`config.mk`:
```
export PLATFORM = sky130hd
export DESIGN_NAME = ro_freq_counter
export DESIGN_NICKNAME = d
export VERILOG_FILES = /design/src/rtl/ro_freq_counter.sv
export SDC_FILE = /design/constraint.sdc
export NUM_CORES = 1
export LEC_CHECK = 0
export ABC_AREA = 1
export CORE_MARGIN = 1.5
export CORE_UTILIZATION = 56
export CTS_CLUSTER_DIAMETER = 40
export CTS_CLUSTER_SIZE = 10
export DETAILED_ROUTE_END_ITERATION = 10
export GPL_ROUTABILITY_DRIVEN = 1
export PLACE_DENSITY = 0.87
export SYNTH_ARGS = -nofsm -noshare
export SYNTH_HDL_FRONTEND = slang
export SYNTH_SLANG_ARGS = --single-unit
```
`constraint.sdc`:
```
create_clock -name clk -period 2.17 [get_ports clk]
set_input_delay 0.434 -clock clk [delete_from_list [all_inputs] [get_ports clk]]
set_output_delay 0.434 -clock clk [all_outputs]
set_load 0.01 [all_outputs]
```
`src/rtl/ro_freq_counter.sv`:
```
// Ring-oscillator edge counter: enables the RO, synchronises its output and counts rising edges over a fixed clk window.
// Optional build macro RO_CNT_SETTLE_EN adds an RO warm-up phase (SETTLE_CYCLES) before counting starts.
module ro_freq_counter #(
  parameter int unsigned WINDOW_CYCLES = 4096,
  parameter int unsigned CNT_W         = 16,
  parameter int unsigned SYNC_STAGES   = 2,
  parameter int unsigned SETTLE_CYCLES = 16
) (
  input  logic             clk,
  input  logic             rst_n,
  input  logic             start,
  input  logic             ro_in,
  output logic             ro_enable,
  output logic             busy,
  output logic             done,
  output logic [CNT_W-1:0] count,
  output logic             overflow
);

  localparam int unsigned CTR_MAX = (WINDOW_CYCLES > SYNC_STAGES) ? WINDOW_CYCLES : SYNC_STAGES;
  localparam int unsigned CTR_W   = (CTR_MAX > 1) ? $clog2(CTR_MAX) : 1;
`ifdef RO_CNT_SETTLE_EN
  localparam int unsigned SET_W   = (SETTLE_CYCLES > 1) ? $clog2(SETTLE_CYCLES) : 1;
`endif

  // Elaboration-time parameter legality
  if (WINDOW_CYCLES < 1) begin : g_chk_win
    $error("WINDOW_CYCLES must be >= 1");
  end
  if (SYNC_STAGES < 2) begin : g_chk_sync
    $error("SYNC_STAGES must be >= 2");
  end
  if (SETTLE_CYCLES < 1) begin : g_chk_settle
    $error("SETTLE_CYCLES must be >= 1");
  end

  typedef enum logic [2:0] {
    S_IDLE   = 3'd0,
`ifdef RO_CNT_SETTLE_EN
    S_SETTLE = 3'd4,
`endif
    S_COUNT  = 3'd1,
    S_DRAIN  = 3'd2,
    S_DONE   = 3'd3
  } state_e;

  state_e                 state_q, state_d;
  logic [CTR_W-1:0]       win_ctr_q, win_ctr_d;
`ifdef RO_CNT_SETTLE_EN
  logic [SET_W-1:0]       set_ctr_q, set_ctr_d;
`endif
  logic [SYNC_STAGES-1:0] sync_q, sync_d;
  logic                   sync_prev_q, sync_prev_d;
  logic [SYNC_STAGES-1:0] win_dly_q, win_dly_d;
  logic [CNT_W-1:0]       count_q, count_d;
  logic                   overflow_q, overflow_d;
  logic                   ro_enable_q, ro_enable_d;
  logic                   busy_q, busy_d;
  logic                   done_q, done_d;
  logic                   accept_c;
  logic                   rise_c;

  // Synchroniser, edge detector and window flag delayed to match sample age
  always_comb begin
    sync_d      = {sync_q[SYNC_STAGES-2:0], ro_in};
    sync_prev_d = sync_q[SYNC_STAGES-1];
    win_dly_d   = {win_dly_q[SYNC_STAGES-2:0], (state_q == S_COUNT)};
    rise_c      = sync_q[SYNC_STAGES-1] & ~sync_prev_q;
  end

  // Next-state logic
  always_comb begin
    state_d   = state_q;
    win_ctr_d = win_ctr_q;
`ifdef RO_CNT_SETTLE_EN
    set_ctr_d = set_ctr_q;
`endif
    accept_c  = 1'b0;
    case (state_q)
      S_IDLE: begin
        if (start) begin
          accept_c  = 1'b1;
          win_ctr_d = CTR_W'(WINDOW_CYCLES - 1);
`ifdef RO_CNT_SETTLE_EN
          set_ctr_d = SET_W'(SETTLE_CYCLES - 1);
          state_d   = S_SETTLE;
`else
          state_d   = S_COUNT;
`endif
        end
      end
`ifdef RO_CNT_SETTLE_EN
      S_SETTLE: begin
        if (set_ctr_q == '0) begin
          state_d = S_COUNT;
        end else begin
          set_ctr_d = set_ctr_q - SET_W'(1);
        end
      end
`endif
      S_COUNT: begin
        if (win_ctr_q == '0) begin
          state_d   = S_DRAIN;
          win_ctr_d = CTR_W'(SYNC_STAGES - 1);
        end else begin
          win_ctr_d = win_ctr_q - CTR_W'(1);
        end
      end
      S_DRAIN: begin
        if (win_ctr_q == '0) begin
          state_d = S_DONE;
        end else begin
          win_ctr_d = win_ctr_q - CTR_W'(1);
        end
      end
      S_DONE:  state_d = S_IDLE;
      default: state_d = S_IDLE;
    endcase
  end

  // Saturating edge counter and registered outputs derived from the next state
  always_comb begin
    count_d    = count_q;
    overflow_d = overflow_q;
    if (accept_c) begin
      count_d    = '0;
      overflow_d = 1'b0;
    end else if (win_dly_q[SYNC_STAGES-1] && rise_c) begin
      if (&count_q) begin
        overflow_d = 1'b1;
      end else begin
        count_d = count_q + CNT_W'(1);
      end
    end
`ifdef RO_CNT_SETTLE_EN
    ro_enable_d = (state_d == S_COUNT) || (state_d == S_SETTLE);
`else
    ro_enable_d = (state_d == S_COUNT);
`endif
    busy_d = (state_d != S_IDLE);
    done_d = (state_d == S_DONE);
  end

  always_ff @(posedge clk or negedge rst_n) begin
    if (!rst_n) begin
      state_q     <= S_IDLE;
      win_ctr_q   <= '0;
`ifdef RO_CNT_SETTLE_EN
      set_ctr_q   <= '0;
`endif
      sync_q      <= '0;
      sync_prev_q <= 1'b0;
      win_dly_q   <= '0;
      count_q     <= '0;
      overflow_q  <= 1'b0;
      ro_enable_q <= 1'b0;
      busy_q      <= 1'b0;
      done_q      <= 1'b0;
    end else begin
      state_q     <= state_d;
      win_ctr_q   <= win_ctr_d;
`ifdef RO_CNT_SETTLE_EN
      set_ctr_q   <= set_ctr_d;
`endif
      sync_q      <= sync_d;
      sync_prev_q <= sync_prev_d;
      win_dly_q   <= win_dly_d;
      count_q     <= count_d;
      overflow_q  <= overflow_d;
      ro_enable_q <= ro_enable_d;
      busy_q      <= busy_d;
      done_q      <= done_d;
    end
  end

  assign ro_enable = ro_enable_q;
  assign busy      = busy_q;
  assign done      = done_q;
  assign count     = count_q;
  assign overflow  = overflow_q;

endmodule

```
== Yosys cells after proc, flatten, opt, wreduce, memory -nomap -nowiden ==
Cells that the tools add are included.

* Mux-type cells: 16
* Bitwise logic cells: 2
* Reduce and logical (&&, ||, !) cells: 11
* $add $sub $neg: 2
* Equal/unequal tests: 7

{| class="wikitable"
|+ Operator list
! operator !! number
|-
| 2-to-1 mux 16 bit || 3
|-
| 2-to-1 mux 12 bit || 3
|-
| one-hot mux 12 bit (3 select lines) || 1
|-
| adder 16 x 1 -> 16 bit, second input constant || 1
|-
| AND reduction 16 bit || 1
|-
| zero test 12 bit || 1
|-
| subtractor 12 x 1 -> 12 bit, second input constant || 1
|-
| 2-to-1 mux 3 bit || 3
|-
| one-hot mux 3 bit (3 select lines) || 1
|-
| == test 3 x 1 -> 1 bit, second input constant || 2
|-
| == test 3 x 2 -> 1 bit, second input constant || 2
|-
| != test 2 bit, second input constant || 3
|-
| nonzero test 3 bit || 2
|-
| 2-to-1 mux 1 bit || 5
|-
| AND reduction 2 bit || 2
|-
| nonzero test 2 bit || 2
|-
| zero test 3 bit || 1
|-
| AND reduction 3 bit || 1
|-
| AND 1 bit || 1
|-
| logical AND 1 bit || 1
|-
| NOT 1 bit || 1
|}

* Input bits: 4
* Output and inout port bits: 20
* Logic and storage cells: 48
* Bits in registers: 40

== Depth between registers and ports, before layout ==
Gate-level depths: netlist of the first run.

* Word-level depth: 5
* Gate-level depth with buffers: 12
* Depth with buffers taken out: 11

== Least setup slack after synthesis of the first run ==
No wires, ideal clock.

* Path kind: register -> register
* From: reg count_q[0] (netlist: count[0])
* To: reg count_q[9] (netlist: count[9])
* Buffers on the path: 1
* Setup slack: 0.625 ns
* Library setup time: 0.074 ns
* Arrival: 1.471 ns
* Clock period less this slack: 1.545 ns
* Stages on the path, launching flop included: 11
* Required time: 2.096 ns
* Cells stage by stage: dfrtp_1 ha_1 inv_2 nor2_4 nand2_2 nor3_2 nand2_1 nand2_2 buf_6 nand2_2 o21ai_2

* Longest elaborated chain between the ends: 4
* Elaborated cells on any way between the ends: 7
* Those cells by class: add/sub (1); eq/ne (1); mux (3); reduce/logical (2)

{| class="wikitable"
|+ RTL lines
! what !! line !! text
|-
| start: declaration || 55 || <nowiki>logic [CNT_W-1:0] count_q, count_d;</nowiki>
|-
| start signal: assignment || 168 || <nowiki>count_q <= count_d;</nowiki>
|-
| adder 16 x 1 -> 16 bit || 132 || <nowiki>count_d = count_q + CNT_W'(1);</nowiki>
|-
| 2-to-1 mux 16 bit || 129 || <nowiki>if (&count_q) begin</nowiki>
|-
| 2-to-1 mux 16 bit || 128 || <nowiki>end else if (win_dly_q[SYNC_STAGES-1] && rise_c) begin</nowiki>
|-
| 2-to-1 mux 16 bit || 125 || <nowiki>if (accept_c) begin</nowiki>
|}

Parallel ways exist; a longest one is shown, timed or not. The select of a mux whose other input is x is not followed.
A chain may end at the register's enable or synchronous reset.

== Worst setup path in the final report of the first run ==
* From: reg count_q[0] (netlist: count[0])
* To: reg count_q[11] (netlist: count[11])

Same word-level chain as after synthesis.

==> results.md, run 1 <==
- Area Growth Syn to Fin: 15.65%
- Most common cell in the netlist: nand2_1
- Final hold violations: 0
- Hold buffers post-CTS: 0
- Vias in the first global route: 1776
- Final setup vio count: 0
- Clock Path Buffers: 2
- Sequential area share after synthesis: 0.4408
- CTS Buf Count: 5
- Syn avg cell area: between 7 and 8 um2
- Critical Path Start Type: flop
- Leak: between 0.001 and 0.0015 uW
- Initial antenna violation count: 0
- Die area: 4446 um2
- Via count: 1907
- Worst path cell trace: ha_1 -> inv_2 -> nor2_4 -> nand2_2 -> nor3_2 -> nand2_1 -> nand2_2 -> nand2_2 -> o21ai_2
- Classification of the worst-slack hold path: in -> async
- Most used DFF post-synth: dfrtp_1
- Final min period: between 1.5 and 2 ns
- Nets: 326
- Final core occ: 0.6964
- Yosys top cell area share: 0.4408
- Die height: 66.68 um
- Number of max-cap violations: 0
- GPL Wtd Cong: 0.8546
- Die width: 66.68 um
- Clk pwr share: 0.260
- Post-route cell area: 2626 um2
- Comb pwr share: 0.242
- Worst Skew: 0.009838 ns
- Synth top cells by count: nand2_1, dfrtp_1, nor2_1
- Crit-path max FO: 20
- Number of synthesized flops with an enable pin: 0
- NetSw: 690.4 uW
- Distinct cells, synth: 29
- CP Capture Type: flop
- Synth area leaders: dfrtp_1, nand2_1, nor2_1
- H-tree levels: 2
- Vias per cell: between 5 and 6
- Largest net degree at the start of global routing: 41
- Num rows: 22
- WL final: about 4600 um
- RSZ-0062 raised after global routing: no
- Final worst path period share: 0.8586
- Starting density of the core: 0.6022
- Filler cells: around 290
- Mapped Cells: 292
- Iteration-0 DRC Markers: 162
- Layout cells sized above 1: 0.1495
- # port buffers: 23
- DR WL/cell: 12.53 um
- Yosys top cell by area: dfrtp_1
- First-pass GRT wire length: 7997 um
- Setup CP Type: reg -> reg
- Final worst slack: 0.3068 ns
- Total track usage: 0.2385
- Crit-path slowest cell: dfrtp_1
- Pwr/cell area: 757.8 nW/um2
- Synth warn: 0
- Clk_lat worst skew: 0.31 ns
- Yosys reg bits: 40
- Ys async rst share: 1.000
- CTS root buf: clkbuf_8
- Pre-CTS setup slack: 0.3157 ns
- Syn Nets: 298
- Clk sinks: 40
- Fmax: between 500 and 600 MHz
- Clock Pin Slew Worst Setup and Hold Paths: 0.09 ns
- Worst EP required: 2.39 ns
- I/O pins: 24
- Post_cts resized: 0
- Setup_tns: 0 ns
- Postcts setup bufs: 0
- Pint: 1300 uW
- Crit-path max cell delay: roughly 0.46 ns
- Drt pass-1 iters: 6
- DPL Wire Length: 3213 um
- # DRC: 0
- Crit path DAT: between 2 and 2.5 ns
- TritonCTS clock tree: yes
- Worst vdd ir: 0.4914 mV
- # diodes: 0
- Netlist Area Pre-Place: 2271 um2
- Core region area: 3771 um2
- Post-route ant nets: 0
- Worst hold slack: 0.1564 ns
- Seq pwr share: 0.498
- Grt ovf: 0
- Most used cell, CP: nand2_2
- Cell Area, Placed: 2534 um2
- Slew Limit Fails: 0
- Sw Share: 0.3469
- Outcome: completed
[routing by layer]
metal | part of all wire | global-route usage | vias up
li1 | - | - | 979
met1 | 0.48 | 0.3301 | 868
met2 | 0.46 | 0.3638 | 53
met3 | 0.051 | 0.06081 | 7
met4 | 0.012 | 0.08163 | 0
met5 | 0 | 0 | -
[power groups by stage]
stage	sequential, uW	combinational (uW)	clock [uW]
after detailed placement	1000	475	0
after floorplan	999	282	0
after CTS	988	484	522
final	992	481	517
after global routing	1010	541	557
after global placement	997	469	0
[layout by cell type (no fill, tap or decap)]
cell type         n
a21oi_1          10
conb_1            1
clkinv_1          1
nand2_2          17
nor2_4            2
ha_1              2
clkdlybuf4s50_1  22
o21bai_1          3
nand4_1           6
xnor2_1           5
buf_4             2
nand2_4           1
nand3b_1          1
nor3_2            2
nand3_2           2
inv_1            24
clkinv_4          1
nor2_1           39
clkbuf_8          5
buf_2             1
inv_2             3
nand2_1          81
o21ai_0           3
o21ai_1           1
and2_1            1
nand3_1          21
o21ai_2           5
nor2_2            5
nor3_1            1
clkinvlp_4        2
xor2_1           10
o211ai_1          1
dfrtp_1          40
[metrics by stage]
stage	std cells	total power [uW]
4_1_cts	369	1994
5_1_grt	369	2106
3_5_place_dp	361	1477
6_report	369	1990
2_1_floorplan	292	1281
3_3_place_gp	361	1467
[worst paths after layout]
check,from,to,slack [ns],depth (start not counted)
worst max-delay path,count[0],count[11],0.31,9
worst min-delay path,rst_n,count[13],0.16,2
worst max register to register,count[0],count[11],0.31,9
worst min register to register,win_dly_q[0],win_dly_q[1],0.36,0
max in group asynchronous,rst_n,win_ctr_q[5],1.65,2
min in group clk,win_dly_q[0],win_dly_q[1],0.36,0
[cell families (layout without fill, tap and decap cells)]
kind of cell,count (synthesis),count (layout),synth area share
buffers and inverters,32,61,0.06281
AND/OR/NAND/NOR,179,179,0.3625
AO/OA/AOI/OAI,23,23,0.06336
XOR/XNOR,15,15,0.05785
other,1,1,0.001651
adder cells (fa/ha/maj),2,2,0.01102
flip-flops,40,40,0.4408
[worst max-delay path, delay by kind of cell, from the launching register on]
kind                       cells  cell delay (ns)
buffers and inverters          1             0.08
DFF                            1             0.46
adders and majority gates      1             0.27
AOI/OAI and AO/OA              1             0.08
and+or+nand+nor                6             0.89
[final cells by class]
| cell class | count | area (um2) | share of cell area |
|---|---|---|---|
| Tap cell | 48 | 60.06 | 0.02287 |
| Multi-Input combinational cell | 220 | 1127 | 0.4293 |
| Inverter | 28 | 105.1 | 0.04002 |
| Timing Repair Buffer | 25 | 240.2 | 0.09147 |
| Sequential cell | 40 | 1001 | 0.3811 |
| Clock buffer | 5 | 68.82 | 0.02620 |
| Clock inverter | 3 | 23.77 | 0.009052 |
[flip-flops by register name, indices dropped and copies added (netlist names)]
register and cells:
count 16, win_ctr_q 12, state_q 3, sync_q 2
win_dly_q 2, busy 1, done 1, overflow 1
ro_enable 1, sync_prev_q 1
No activity file was read; power rests on OpenSTA's default activity.
==> run 2: changes to the inputs <==
Settings changed: CORE_ASPECT_RATIO from default to 1.2, CTS_CLUSTER_SIZE 10 to 25.
==> results.md, run 2 (same netlist as run 1, synthesis figures left out) <==
- Pint: 1418 uW
- Clock Pin Slew Worst Setup and Hold Paths: 0.09 ns
- R2r startpoint: count[0]
- TritonCTS clock tree: yes
- Fmax: 534.9 MHz
- Critical Path Start Type: flop
- Setup CP Type: reg -> reg
- Vias in the first global route: 1870
- Crit-path max FO: 20
- Largest net degree at the start of global routing: 41
- Die area: 4448 um2
- Max-slew headroom: 0.6647
- First-pass GRT wire length: 8169 um
- Outcome: completed
- Slew Limit Fails: 0
- Post-route ant nets: 0
- Die width: just over 60 um
- RSZ-0062 raised after global routing: no
- NetSw: 699.2 uW
- GPL Wtd Cong: 0.8567
- Worst Skew: 0.007279 ns
- Most frequent cells in the layout: nand2_1, dfrtp_1, nor2_1
- Sw Share: 0.3303
- Initial antenna violation count: 0
- # port buffers: 23
- Crit path DAT: 2.10 ns
- Worst EP required: around 2.4 ns
- Final worst path period share: 0.8615
- Post_cts resized: 0
- RR Endpoint: count[15]
- Hold buffers post-CTS: 0
- Iteration-0 DRC Markers: roughly 120
- R2R cell count: 9
- Postcts setup bufs: 0
- Largest register FFs: 16
- CTS root buf: clkbuf_8
- Die height: 72.76 um
- Critical Path Source: count[0]
- Grt ovf: 0
- CP endpoint: count[15]
- Core region area: 3910 um2
- Num rows: 25
- Starting density of the core: 0.5808
- Number of max-cap violations: 0
- DPL Wire Length: 3431 um
- I/O pins: 24
- Via count: 1957
- Layout cells sized above 1: 0.1495
- Seq pwr share: 0.470
- Worst vdd ir: 0.7175 mV
- CTS Buf Count: 5
- # DRC: 0
- Total track usage: 0.2493
- Setup_tns: 0 ns
- Clk sinks: 40
- Comb pwr share: 0.228
- Final hold violations: 0
- Pwr/cell area: 796.9 nW/um2
- GR met2 Demand/Resource: 0.4279
- Post-route total power: 2117 uW
- Clock Path Buffers: 2
- CP Capture Type: flop
- Area Growth Syn to Fin: 16.97%
- H-tree levels: 2
- DR WL/cell: 12.85 um
- Clk_lat worst skew: 0.31 ns
- # diodes: 0
- GR Util met3: 0.05851
- Slew @ Worst Pin: between 0.5 and 0.6 ns
- Classification of the worst-slack hold path: in -> async
- R2R setup slack: 0.30 ns
- Leak: 0.001178 uW
- GR peak layer: met2
- Most common cell after layout, fill and taps aside: nand2_1
- Nets: 326
- Final min period: roughly 1.9 ns
- Drt pass-1 iters: 4
- Vias per cell: 5.219
- WL final: 4819 um
- Final setup vio count: 0
- Clk pwr share: 0.302
- Met1 usage: 0.2908
-- run 2: cell types whose count changed in the layout (fill, tap and decap cells not counted), sizes merged --
| cell | before | now |
|---|---|---|
| bufinv | 0 | 1 |
| clkinv | 2 | 1 |
| clkinvlp | 2 | 1 |
| inv | 27 | 28 |
-- run 2: power groups by stage --
stage               sequential (uW)  clock [uW]  combinational [uW]
finish                          995         639                 483
detailed placement             1000           0                 483
CTS                             991         650                 487
floorplan                       999           0                 282
global placement                999           0                 467
global route                   1010         686                 540
-- run 2: worst min path at each step --
stage / from / to / cells after the start
CTS: rst_n / count[12] / 2
floorplan: rst_n / busy / 0
global route: rst_n / overflow / 2
global placement: win_dly_q[0] / win_dly_q[1] / 0
finish: rst_n / count[12] / 2
detailed placement: win_dly_q[0] / win_dly_q[1] / 0
-- run 2: per-layer routing --
metal	share of wire	routed length (um)	vias up
met4	0.022	106	0
li1	-	-	974
met2	0.53	2562	42
met3	0.034	164	11
met5	0	0	-
met1	0.41	1987	930
-- run 2: layout make-up --
class / instances / area [um2]
clock buffer: 5 / 68.82
clock inverter: 3 / 46.29
fill: 346 / 1254
inverter: 28 / 105.1
multi-input combinational: 220 / 1127
sequential: 40 / 1001
tap: 54 / 67.56
timing repair buffer: 25 / 240.2
-- run 2: critical path, stage by stage, from the launching register on --
cell     delay, ns
dfrtp_1       0.46
ha_1          0.28
inv_2         0.08
nor2_4        0.13
nand2_2       0.10
nor3_2        0.10
nand2_1       0.09
nand2_2       0.38
nand2_2       0.08
o21ai_2       0.08
-- run 2: through the flow --
stage	hold slack, ns	cell area [um2]	cells	setup slack [ns]	utilization
floorplan	0.1384	2271	292	0.6246	-
global placement	0.3318	2541	367	0.2554	0.6499
detailed placement	0.3364	2541	367	0.2013	0.6499
CTS	0.1942	2656	375	0.3284	0.6794
global route	0.2162	2656	375	0.1621	0.6794
finish	0.1731	2656	375	0.3005	0.6794
==> run 3: changes to the inputs <==
Settings changed: CAP_MARGIN from default to 10.
==> results of run 3 <==
The final DEF is identical to that of run 2; final timing and power are the same.
